File: src/rtl/serial_divide_pkg.sv
// Shared types and helpers for the serial restoring divider.
// Helpers work on a 64-bit container and mask the result to the requested width.
package serial_divide_pkg;

   typedef enum logic [1:0] {IDLE, CALC, FIXUP} state_e;

   // Widths for the default configuration; instances derive their own from parameters.
   localparam int unsigned Q_W   = 16 + 0;
   localparam int unsigned A_W   = 8 + 1;
   localparam int unsigned MAX_W = 64;

   function automatic logic [MAX_W-1:0] width_mask(input int unsigned w);
      if (w >= MAX_W) return {MAX_W{1'b1}};
      return (MAX_W'(1) << w) - MAX_W'(1);
   endfunction

   function automatic logic [MAX_W-1:0] cond_negate(input logic [MAX_W-1:0] v,
                                                     input logic neg,
                                                     input int unsigned w);
      return (neg ? (~v + MAX_W'(1)) : v) & width_mask(w);
   endfunction

   // Magnitude of a w-bit value; the most negative value maps to 2^(w-1).
   function automatic logic [MAX_W-1:0] abs_val(input logic [MAX_W-1:0] v,
                                                 input logic is_signed,
                                                 input int unsigned w);
      return cond_negate(v, is_signed && v[w-1], w);
   endfunction

endpackage

File: src/rtl/div_step.sv
// One combinational restoring-division step: shift in a dividend bit, trial-subtract.
// Partial remainder is always below the divisor, so it fits N_PP bits on both sides.
module div_step
   import serial_divide_pkg::*;
#(
   parameter int unsigned N_PP = 8
) (
   input  logic [N_PP-1:0] rem_i,
   input  logic            bit_i,
   input  logic [N_PP-1:0] dvs_i,
   output logic [N_PP-1:0] rem_o,
   output logic            qbit_o
);

   logic [N_PP:0]   shifted;
   logic [N_PP-1:0] diff;

   assign shifted = {rem_i, bit_i};
   // Only the low bits of the difference are needed: when the subtract is kept it is < dvs_i.
   assign diff    = shifted[N_PP-1:0] - dvs_i;
   assign qbit_o  = (shifted >= {1'b0, dvs_i});
   assign rem_o   = qbit_o ? diff : shifted[N_PP-1:0];

endmodule

File: src/rtl/serial_divide_su.sv
// Multi-cycle signed/unsigned restoring divider, one quotient bit per enabled clock.
// Capture edge, M_PP+R_PP step edges, one fixup edge; divide-by-zero skips the steps.
module serial_divide_su
   import serial_divide_pkg::*;
#(
   parameter int unsigned M_PP           = 16,
   parameter int unsigned N_PP           = 8,
   parameter int unsigned R_PP           = 0,
   parameter int unsigned COUNT_WIDTH_PP = 5
) (
   input  logic                 clk_i,
   input  logic                 rst_i,
   input  logic                 clk_en_i,
   input  logic                 start_i,
   input  logic                 signed_i,
   input  logic [M_PP-1:0]      dividend_i,
   input  logic [N_PP-1:0]      divisor_i,
   output logic                 busy_o,
   output logic                 done_o,
   output logic [M_PP+R_PP-1:0] quotient_o,
   output logic [N_PP-1:0]      remainder_o,
   output logic                 div_by_zero_o,
   output logic                 overflow_o
);

   localparam int unsigned QW = M_PP + R_PP;

   state_e                    state_q;
   logic [COUNT_WIDTH_PP-1:0] cnt_q;
   logic                      sgn_q, dvd_neg_q, dvs_neg_q, dbz_q;
   logic [N_PP-1:0]           dvs_q, rem_q;
   logic [QW-1:0]             sh_q;
   logic                      busy_q, done_q, dbz_out_q, ovf_q;
   logic [QW-1:0]             quo_q;
   logic [N_PP-1:0]           rmd_q;

   logic [M_PP:0]   dvd_ext;
   logic [M_PP-1:0] dvd_mag_d;
   logic [N_PP-1:0] dvs_mag_d;
   logic [N_PP-1:0] rem_d;
   logic            qbit_d;
   logic            q_neg_d;
   logic [QW-1:0]   quo_fix_d;
   logic [N_PP-1:0] rem_fix_d;
   logic            ovf_d;

   assign dvd_ext   = {signed_i & dividend_i[M_PP-1], dividend_i};
   assign dvd_mag_d = M_PP'(abs_val({{(MAX_W-M_PP-1){1'b0}}, dvd_ext}, signed_i, M_PP + 1));
   assign dvs_mag_d = N_PP'(abs_val({{(MAX_W-N_PP){1'b0}}, divisor_i}, signed_i, N_PP));

   div_step #(.N_PP(N_PP)) u_step (
      .rem_i  (rem_q),
      .bit_i  (sh_q[QW-1]),
      .dvs_i  (dvs_q),
      .rem_o  (rem_d),
      .qbit_o (qbit_d)
   );

   assign q_neg_d   = sgn_q & (dvd_neg_q ^ dvs_neg_q);
   assign quo_fix_d = QW'(cond_negate({{(MAX_W-QW){1'b0}}, sh_q}, q_neg_d, QW));
   assign rem_fix_d = N_PP'(cond_negate({{(MAX_W-N_PP){1'b0}}, rem_q}, sgn_q & dvd_neg_q, N_PP));
   // A negative result may reach -2^(QW-1); a positive one must stay below 2^(QW-1).
   assign ovf_d     = sgn_q & (q_neg_d ? (sh_q[QW-1] & (|sh_q[QW-2:0])) : sh_q[QW-1]);

   always_ff @(posedge clk_i) begin
      if (rst_i) begin
         state_q   <= IDLE;
         cnt_q     <= '0;
         sgn_q     <= 1'b0;
         dvd_neg_q <= 1'b0;
         dvs_neg_q <= 1'b0;
         dbz_q     <= 1'b0;
         dvs_q     <= '0;
         rem_q     <= '0;
         sh_q      <= '0;
         busy_q    <= 1'b0;
         done_q    <= 1'b0;
         dbz_out_q <= 1'b0;
         ovf_q     <= 1'b0;
         quo_q     <= '0;
         rmd_q     <= '0;
      end else if (clk_en_i) begin
         case (state_q)
            IDLE: begin
               done_q <= 1'b0;
               if (start_i) begin
                  sgn_q     <= signed_i;
                  dvd_neg_q <= signed_i & dividend_i[M_PP-1];
                  dvs_neg_q <= signed_i & divisor_i[N_PP-1];
                  dbz_q     <= (divisor_i == '0);
                  dvs_q     <= dvs_mag_d;
                  rem_q     <= '0;
                  sh_q      <= QW'(dvd_mag_d) << R_PP;
                  cnt_q     <= COUNT_WIDTH_PP'(QW);
                  busy_q    <= 1'b1;
                  state_q   <= (divisor_i == '0) ? FIXUP : CALC;
               end
            end
            CALC: begin
               // Dividend bits leave at the top while quotient bits enter at the bottom.
               sh_q  <= {sh_q[QW-2:0], qbit_d};
               rem_q <= rem_d;
               cnt_q <= cnt_q - COUNT_WIDTH_PP'(1);
               if (cnt_q == COUNT_WIDTH_PP'(1)) state_q <= FIXUP;
            end
            FIXUP: begin
               if (dbz_q) begin
                  quo_q     <= '1;
                  rmd_q     <= '0;
                  dbz_out_q <= 1'b1;
                  ovf_q     <= 1'b0;
               end else begin
                  quo_q     <= quo_fix_d;
                  rmd_q     <= rem_fix_d;
                  dbz_out_q <= 1'b0;
                  ovf_q     <= ovf_d;
               end
               done_q  <= 1'b1;
               busy_q  <= 1'b0;
               state_q <= IDLE;
            end
            default: state_q <= IDLE;
         endcase
      end
   end

   assign busy_o        = busy_q;
   assign done_o        = done_q;
   assign quotient_o    = quo_q;
   assign remainder_o   = rmd_q;
   assign div_by_zero_o = dbz_out_q;
   assign overflow_o    = ovf_q;

endmodule

File: config.mk
export PLATFORM = sky130hd
export DESIGN_NAME = serial_divide_su
export DESIGN_NICKNAME = d
export VERILOG_FILES = /design/src/rtl/serial_divide_pkg.sv /design/src/rtl/div_step.sv /design/src/rtl/serial_divide_su.sv
export SDC_FILE = /design/constraint.sdc
export NUM_CORES = 1
export LEC_CHECK = 0
export CAP_MARGIN = 0
export CORE_MARGIN = 2
export CORE_UTILIZATION = 59
export DETAILED_ROUTE_END_ITERATION = 10
export PLACE_DENSITY = 0.85
export RECOVER_POWER = 50
export SLEW_MARGIN = 10
export SYNTH_ARGS = -nofsm -noshare
export SYNTH_HDL_FRONTEND = slang
export SYNTH_SLANG_ARGS = --single-unit
File: constraint.sdc
create_clock -name clk_i -period 6.3 [get_ports clk_i]
set_clock_uncertainty 0.2 [all_clocks]
set_input_delay 1.26 -clock clk_i [delete_from_list [all_inputs] [get_ports clk_i]]
set_output_delay 1.26 -clock clk_i [all_outputs]
set_load 0.1 [all_outputs]
==> results of run 1 <==
## worst paths after layout
| kind | start | endpoint | cells past startpoint |
|---|---|---|---|
| setup / recovery | clk_en_i | quotient_o[4] | 5 |
| setup reg to reg | state_q[1] | quotient_o[4] | 3 |
| hold reg to reg | remainder_o[7] | remainder_o[7] | 2 |
| hold / removal | remainder_o[7] | remainder_o[7] | 2 |
## layer usage
layer / global-route usage [%] / part of all wire, %
met4: 8.39 / 1.5
met3: 6.26 / 4.6
met2: 43.8 / 47
met1: 37.0 / 47
met5: 0 / 0
## logic make-up (layout without fill, tap and decap cells)
family | count (synthesis) | after routing | share of synthesized area [%]
AND/OR/NAND/NOR | 197 | 197 | 22.6
AO/OA/AOI/OAI | 129 | 129 | 20.9
flip-flops | 71 | 71 | 34.8
buffers and inverters | 51 | 97 | 4.99
XOR/XNOR | 45 | 45 | 9.65
adder cells (fa/ha/maj) | 15 | 15 | 4.78
multiplexers | 9 | 9 | 2.30
## sequential cells by signal, summed over array words and instances (netlist names), 2 cells and up
| register | flops |
|---|---|
| rem_q | 8 |
| dvs_q | 8 |
| state_q | 2 |
| quotient_o | 16 |
| remainder_o | 8 |
| cnt_q | 5 |
| sh_q | 16 |
## stage by stage
stage          instances  power [mW]
6_report             643        1.25
5_1_grt              643        1.32
2_1_floorplan        517       0.787
3_5_place_dp         627       0.869
4_1_cts              643        1.25
3_3_place_gp         627       0.858
## report_power, final
| part | internal (mW) | leakage [nW] | switching, mW |
|---|---|---|---|
| registers | 0.477 | 0.577 | 0.0382 |
| logic | 0.144 | 1.12 | 0.205 |
| clock network | 0.224 | 0.107 | 0.164 |
## critical path: stages
cell and delay, ns:
dlygate4sd3_1 0.57, inv_1 0.12, nor3b_1 1.65, nor2_1 0.18, a211oi_1 0.37
## cell usage after synthesis (14+ instances only)
library cell	number
nor3_1	26
ha_1	14
dfxtp_1	71
xnor2_1	28
clkbuf_1	15
a21oi_1	47
xor2_1	17
nand2_1	42
nor2_1	94
o21ai_0	17
a211oi_1	26
inv_1	24
## final cells by class
cell class	count	share of cell area [%]
inverter	24	1.86
clock inverter	5	1.71
sequential	71	29.4
tap	80	2.07
multi-input combinational	395	50.6
timing repair buffer	57	11.6
clock buffer	11	2.72
==> flow_summary.toml, run 1 <==
[die]
die_area_um2 = 7610
num_rows = 30
start_util_pct = 60.5
fp.dieW_um = 87.2
coreArea_um2 = 6760
pin_count = 57
fp.dieH_um = 87.2

[routing]
drt_wl_total_mm = 9.87
drt_iter0_drc = 220
vias_per_cell = 5.89
ant_nets = 0
drcViolationCount = 0
num_vias = 3785
detail_route.first_pass.iterations = 5
detail_route.wl_per_cell_um = 15.3

[synthesis]
ys_top_cells_by_area = "dfxtp_1, nor2_1, xnor2_1"
syn_inst = 517
synth-edff-count = 0
synthFlopType = "dfxtp_1"
seq_area_frac_synth_pct = 34.8
yosysTopAreaCell = "dfxtp_1"
synth.distinct_cells = 53
yosys_warnings = 0
syn_avg_cell_area_um2 = 7.90
ys_ff_latch = 71
postSynth.asyncResetShare_pct = 0
syn-cell-area_um2 = 4090
postSynthNetCount = 561
yosysTopAreaCellShare_pct = 34.8

[placement]
dp_slack_ns = 2.19
placed_cell_area_um2 = 4630
place_congestion = 0.846
hpwl_mm = 7.04
io_buffer_count = 56

[timing]
relSlewSlack_pct = -42.9
layout_setup_ws_ns = 2.19
rsz0062_at_grt = "no"
holdWs_ns = 0.252
slew_violations = 19
finalSetupViolations = 0
hold_viol_final = 0
final.period_utilization_pct = 65.2
period_needed_ns = 4.11
fin_setup_tns_ns = 0
max_freq_mhz = 243
tightest_slew_ns = 2.14

[setup_path]
crit_type = "in2reg"
reg2reg_setup_slack_ns = 3.35
crit_path_end_kind = "flop"
start_kind = "input port"
cp_data_arrival_time_ns = 4.15
cp_max_fo = 18
required_ns = 6.34

[layout]
register_area_um2 = 1420
fin_nets = 602
n_fill_cell = 552
fin_area_um2 = 4840
final_common_cell = "nor2_1"
syn2layout_area_growth_pct = 18.4
most-common-layout-cells = "nor2_1, dfxtp_1, a21oi_1"
utilization_pct = 71.6
drive_gt1_share_pct = 6.04
antenna_cells = 0
multi_input_area_um2 = 2450

[grt]
grt_pass1_vias = 3565
antenna_found_initial = 0
grt-ovfl-total = 0
grt_first_pass_wirelength_mm = 16.6
grt_max_degree = 66
grt_use_total_pct = 27.4

[status]
status = "finished, violations left"
violations = "capacitance limit, slew limit"

[clocking]
cts_setup_buffers = 0
numCtsBuffers = 9
cts_resized = 0
cts.hold.buffers_added = 0
insertion_delay_ns = 0.34
clkTransAtPathRegs_ns = 0.08
root_buffer = "clkbuf_8"
ctsLongestPathBuffers = 2
clock_sinks = 71
cts_tree = "done"
htreeDepth = 3

[hold_path]
min_path_type = "reg2reg"

[pwr]
p_per_area_nw_per_um2 = 259
ir_drop_mv = 0.167
p_leak_nw = 1.81

[flow_run]
cap_violations = 1
No activity file was read; power rests on OpenSTA's default activity.
==> run 2: changes to the inputs <==
--- a/config.mk
+++ b/config.mk
@@ -7,9 +7,9 @@
 export LEC_CHECK = 0
 export CAP_MARGIN = 0
 export CORE_MARGIN = 2
-export CORE_UTILIZATION = 59
+export CORE_UTILIZATION = 50
 export DETAILED_ROUTE_END_ITERATION = 10
-export PLACE_DENSITY = 0.85
+export PLACE_DENSITY = 0.77
 export RECOVER_POWER = 50
 export SLEW_MARGIN = 10
 export SYNTH_ARGS = -nofsm -noshare
==> constraint.sdc (replaced) <==
create_clock -name clk_i -period 3.6 [get_ports clk_i]
set_clock_uncertainty 0.2 [all_clocks]
set_input_delay 0.72 -clock clk_i [delete_from_list [all_inputs] [get_ports clk_i]]
set_output_delay 0.72 -clock clk_i [all_outputs]
set_load 0.1 [all_outputs]
==> run 2 against run 1 <==
  * The run still ends with capacitance limit, slew limit left
  * Setup slack worse by 1.6 ns
  * Non-clock buffer count up 6
  * Global-route usage down 4.7 points
  * Sequential power up 75%
  * Wire length down 4.5%
  * Combinational power up 71%
  * Power up 78%
  * Cell count up 4.4%
  * Worst hold slack better by 0.0054 ns
  * Die area up 17%
  * Largest power group unchanged
==> flow_summary.toml, run 2 (synthesis results as in run 1) <==
[timing]
relSlewSlack_pct = -10.3
max_freq_mhz = 334
fin_setup_tns_ns = 0
holdWs_ns = 0.257
tightest_slew_ns = 1.65
finalSetupViolations = 0
layout_setup_ws_ns = 0.608
slew_violations = 37
period_needed_ns = 2.99
rsz0062_at_grt = "no"
hold_viol_final = 0
final.period_utilization_pct = 83.1

[grt]
grt_use_total_pct = 22.7
antenna_found_initial = 0
grt_pass1_vias = 3454
grt_first_pass_wirelength_mm = 16.2
busiest_layer = "met2"
grtUsageMet1_pct = 32.5
grt_max_degree = 37
grt-ovfl-total = 0
grt_use_met2_pct = 35.5
grt_use_met3_pct = 3.35

[setup_path]
cp_data_arrival_time_ns = 3.01
cp_max_fo = 20
crit_type = "in2reg"
reg2regPathDepth = 7
start_kind = "input port"
required_ns = 3.62
reg2reg_setup_slack_ns = 1.02
critPathMostFrequentCell = "nor2_1"
path_cells = "dlygate4sd3_1 > nand3b_1 > clkbuf_1 > nor2_1 > buf_4 > a22oi_1 > nor2_1"
critPathMaxStageDelay_ns = 0.73
reg2reg_from = "rem_q[0]"
worst_path_max_delay_cell = "clkbuf_1"
crit_path_end_kind = "flop"
rr_endpoint = "rem_q[7]"

[clocking]
cts_tree = "done"
cts_setup_buffers = 0
cts_resized = 0
ctsLongestPathBuffers = 2
clkTransAtPathRegs_ns = 0.08
htreeDepth = 3
cts.hold.buffers_added = 0
numCtsBuffers = 9
clock_sinks = 71
insertion_delay_ns = 0.34
root_buffer = "clkbuf_8"

[placement]
io_buffer_count = 56
placed_cell_area_um2 = 4640
place_congestion = 0.888
dp.cells = 655
hpwl_mm = 6.90
dp_slack_ns = 0.497

[layout]
syn2layout_area_growth_pct = 16.2
fin_area_um2 = 4750
utilization_pct = 60.8
drive_gt1_share_pct = 7.03
multi_input_area_um2 = 2460
antenna_cells = 0
most-common-layout-cells = "nor2_1, dfxtp_1, a21oi_1"
fin_nets = 608
register_area_um2 = 1420
stdcell_count = 671
final_common_cell = "nor2_1"
n_fill_cell = 741

[status]
status = "finished, violations left"
violations = "capacitance limit, slew limit"

[routing]
drcViolationCount = 0
drt_wl_total_mm = 9.43
drt_iter0_drc = 142
ant_nets = 0
num_vias = 3717
detail_route.wl_per_cell_um = 14.1
vias_per_cell = 5.54
detail_route.first_pass.iterations = 4

[die]
pin_count = 57
start_util_pct = 52.3
coreArea_um2 = 7810
num_rows = 32
fp.dieW_um = 94.4
fp.dieH_um = 94.4
die_area_um2 = 8910

[hold_path]
hold_start = "dvs_q[7]"
min_path_type = "reg2reg"
holdPathStages = 2
hold_path_end = "dvs_q[7]"

[pwr]
ir_drop_mv = 0.226
p_per_area_nw_per_um2 = 470
p_leak_nw = 1.72
total_power_mw = 2.23

[flow_run]
cap_violations = 1
-- run 2: changes by cell type in the layout (fill, tap and decap cells not counted), moves of 3 or more --
| cell | previous run | this run |
|---|---|---|
| clkbuf_1 | 2 | 31 |
| clkdlybuf4s50_1 | 40 | 26 |
| dlygate4sd3_1 | 15 | 1 |
| buf_4 | 1 | 4 |
-- run 2: critical path: cells and delay by family --
kind	cells	cell delay [ns]
compound gates	1	0.16
buf+inv	3	1.60
simple gates	3	0.51
-- run 2: per-layer routing --
layer	routed length [µm]	vias up	part of all wire, %
met5	0	-	0
met4	89	0	0.94
met3	496	7	5.3
met2	4170	99	44
met1	4680	1704	50
li1	-	1907	-
-- run 2: how the worst max path moves through the flow --
stage / start / to / slack, ns / depth (start not counted)
CTS: dividend_i[0] / sh_q[12] / 0.85 / 9
floorplan: dividend_i[0] / sh_q[12] / 1.29 / 8
finish: clk_en_i / remainder_o[4] / 0.61 / 7
global placement: dividend_i[0] / sh_q[12] / 0.56 / 9
detailed placement: dividend_i[0] / sh_q[12] / 0.50 / 9
global route: clk_en_i / remainder_o[6] / 0.42 / 7
-- run 2: final cells by class --
| cell class | count | share of cell area [%] |
|---|---|---|
| tap | 102 | 2.69 |
| clock buffer | 9 | 2.61 |
| sequential | 71 | 29.9 |
| clock inverter | 7 | 2.21 |
| multi-input combinational | 395 | 51.8 |
| timing repair buffer | 63 | 8.88 |
| inverter | 24 | 1.90 |
-- run 2: where the power goes --
| group | switching (mW) | internal (mW) |
|---|---|---|
| logic | 0.351 | 0.247 |
| clock network | 0.336 | 0.400 |
| registers | 0.0641 | 0.834 |
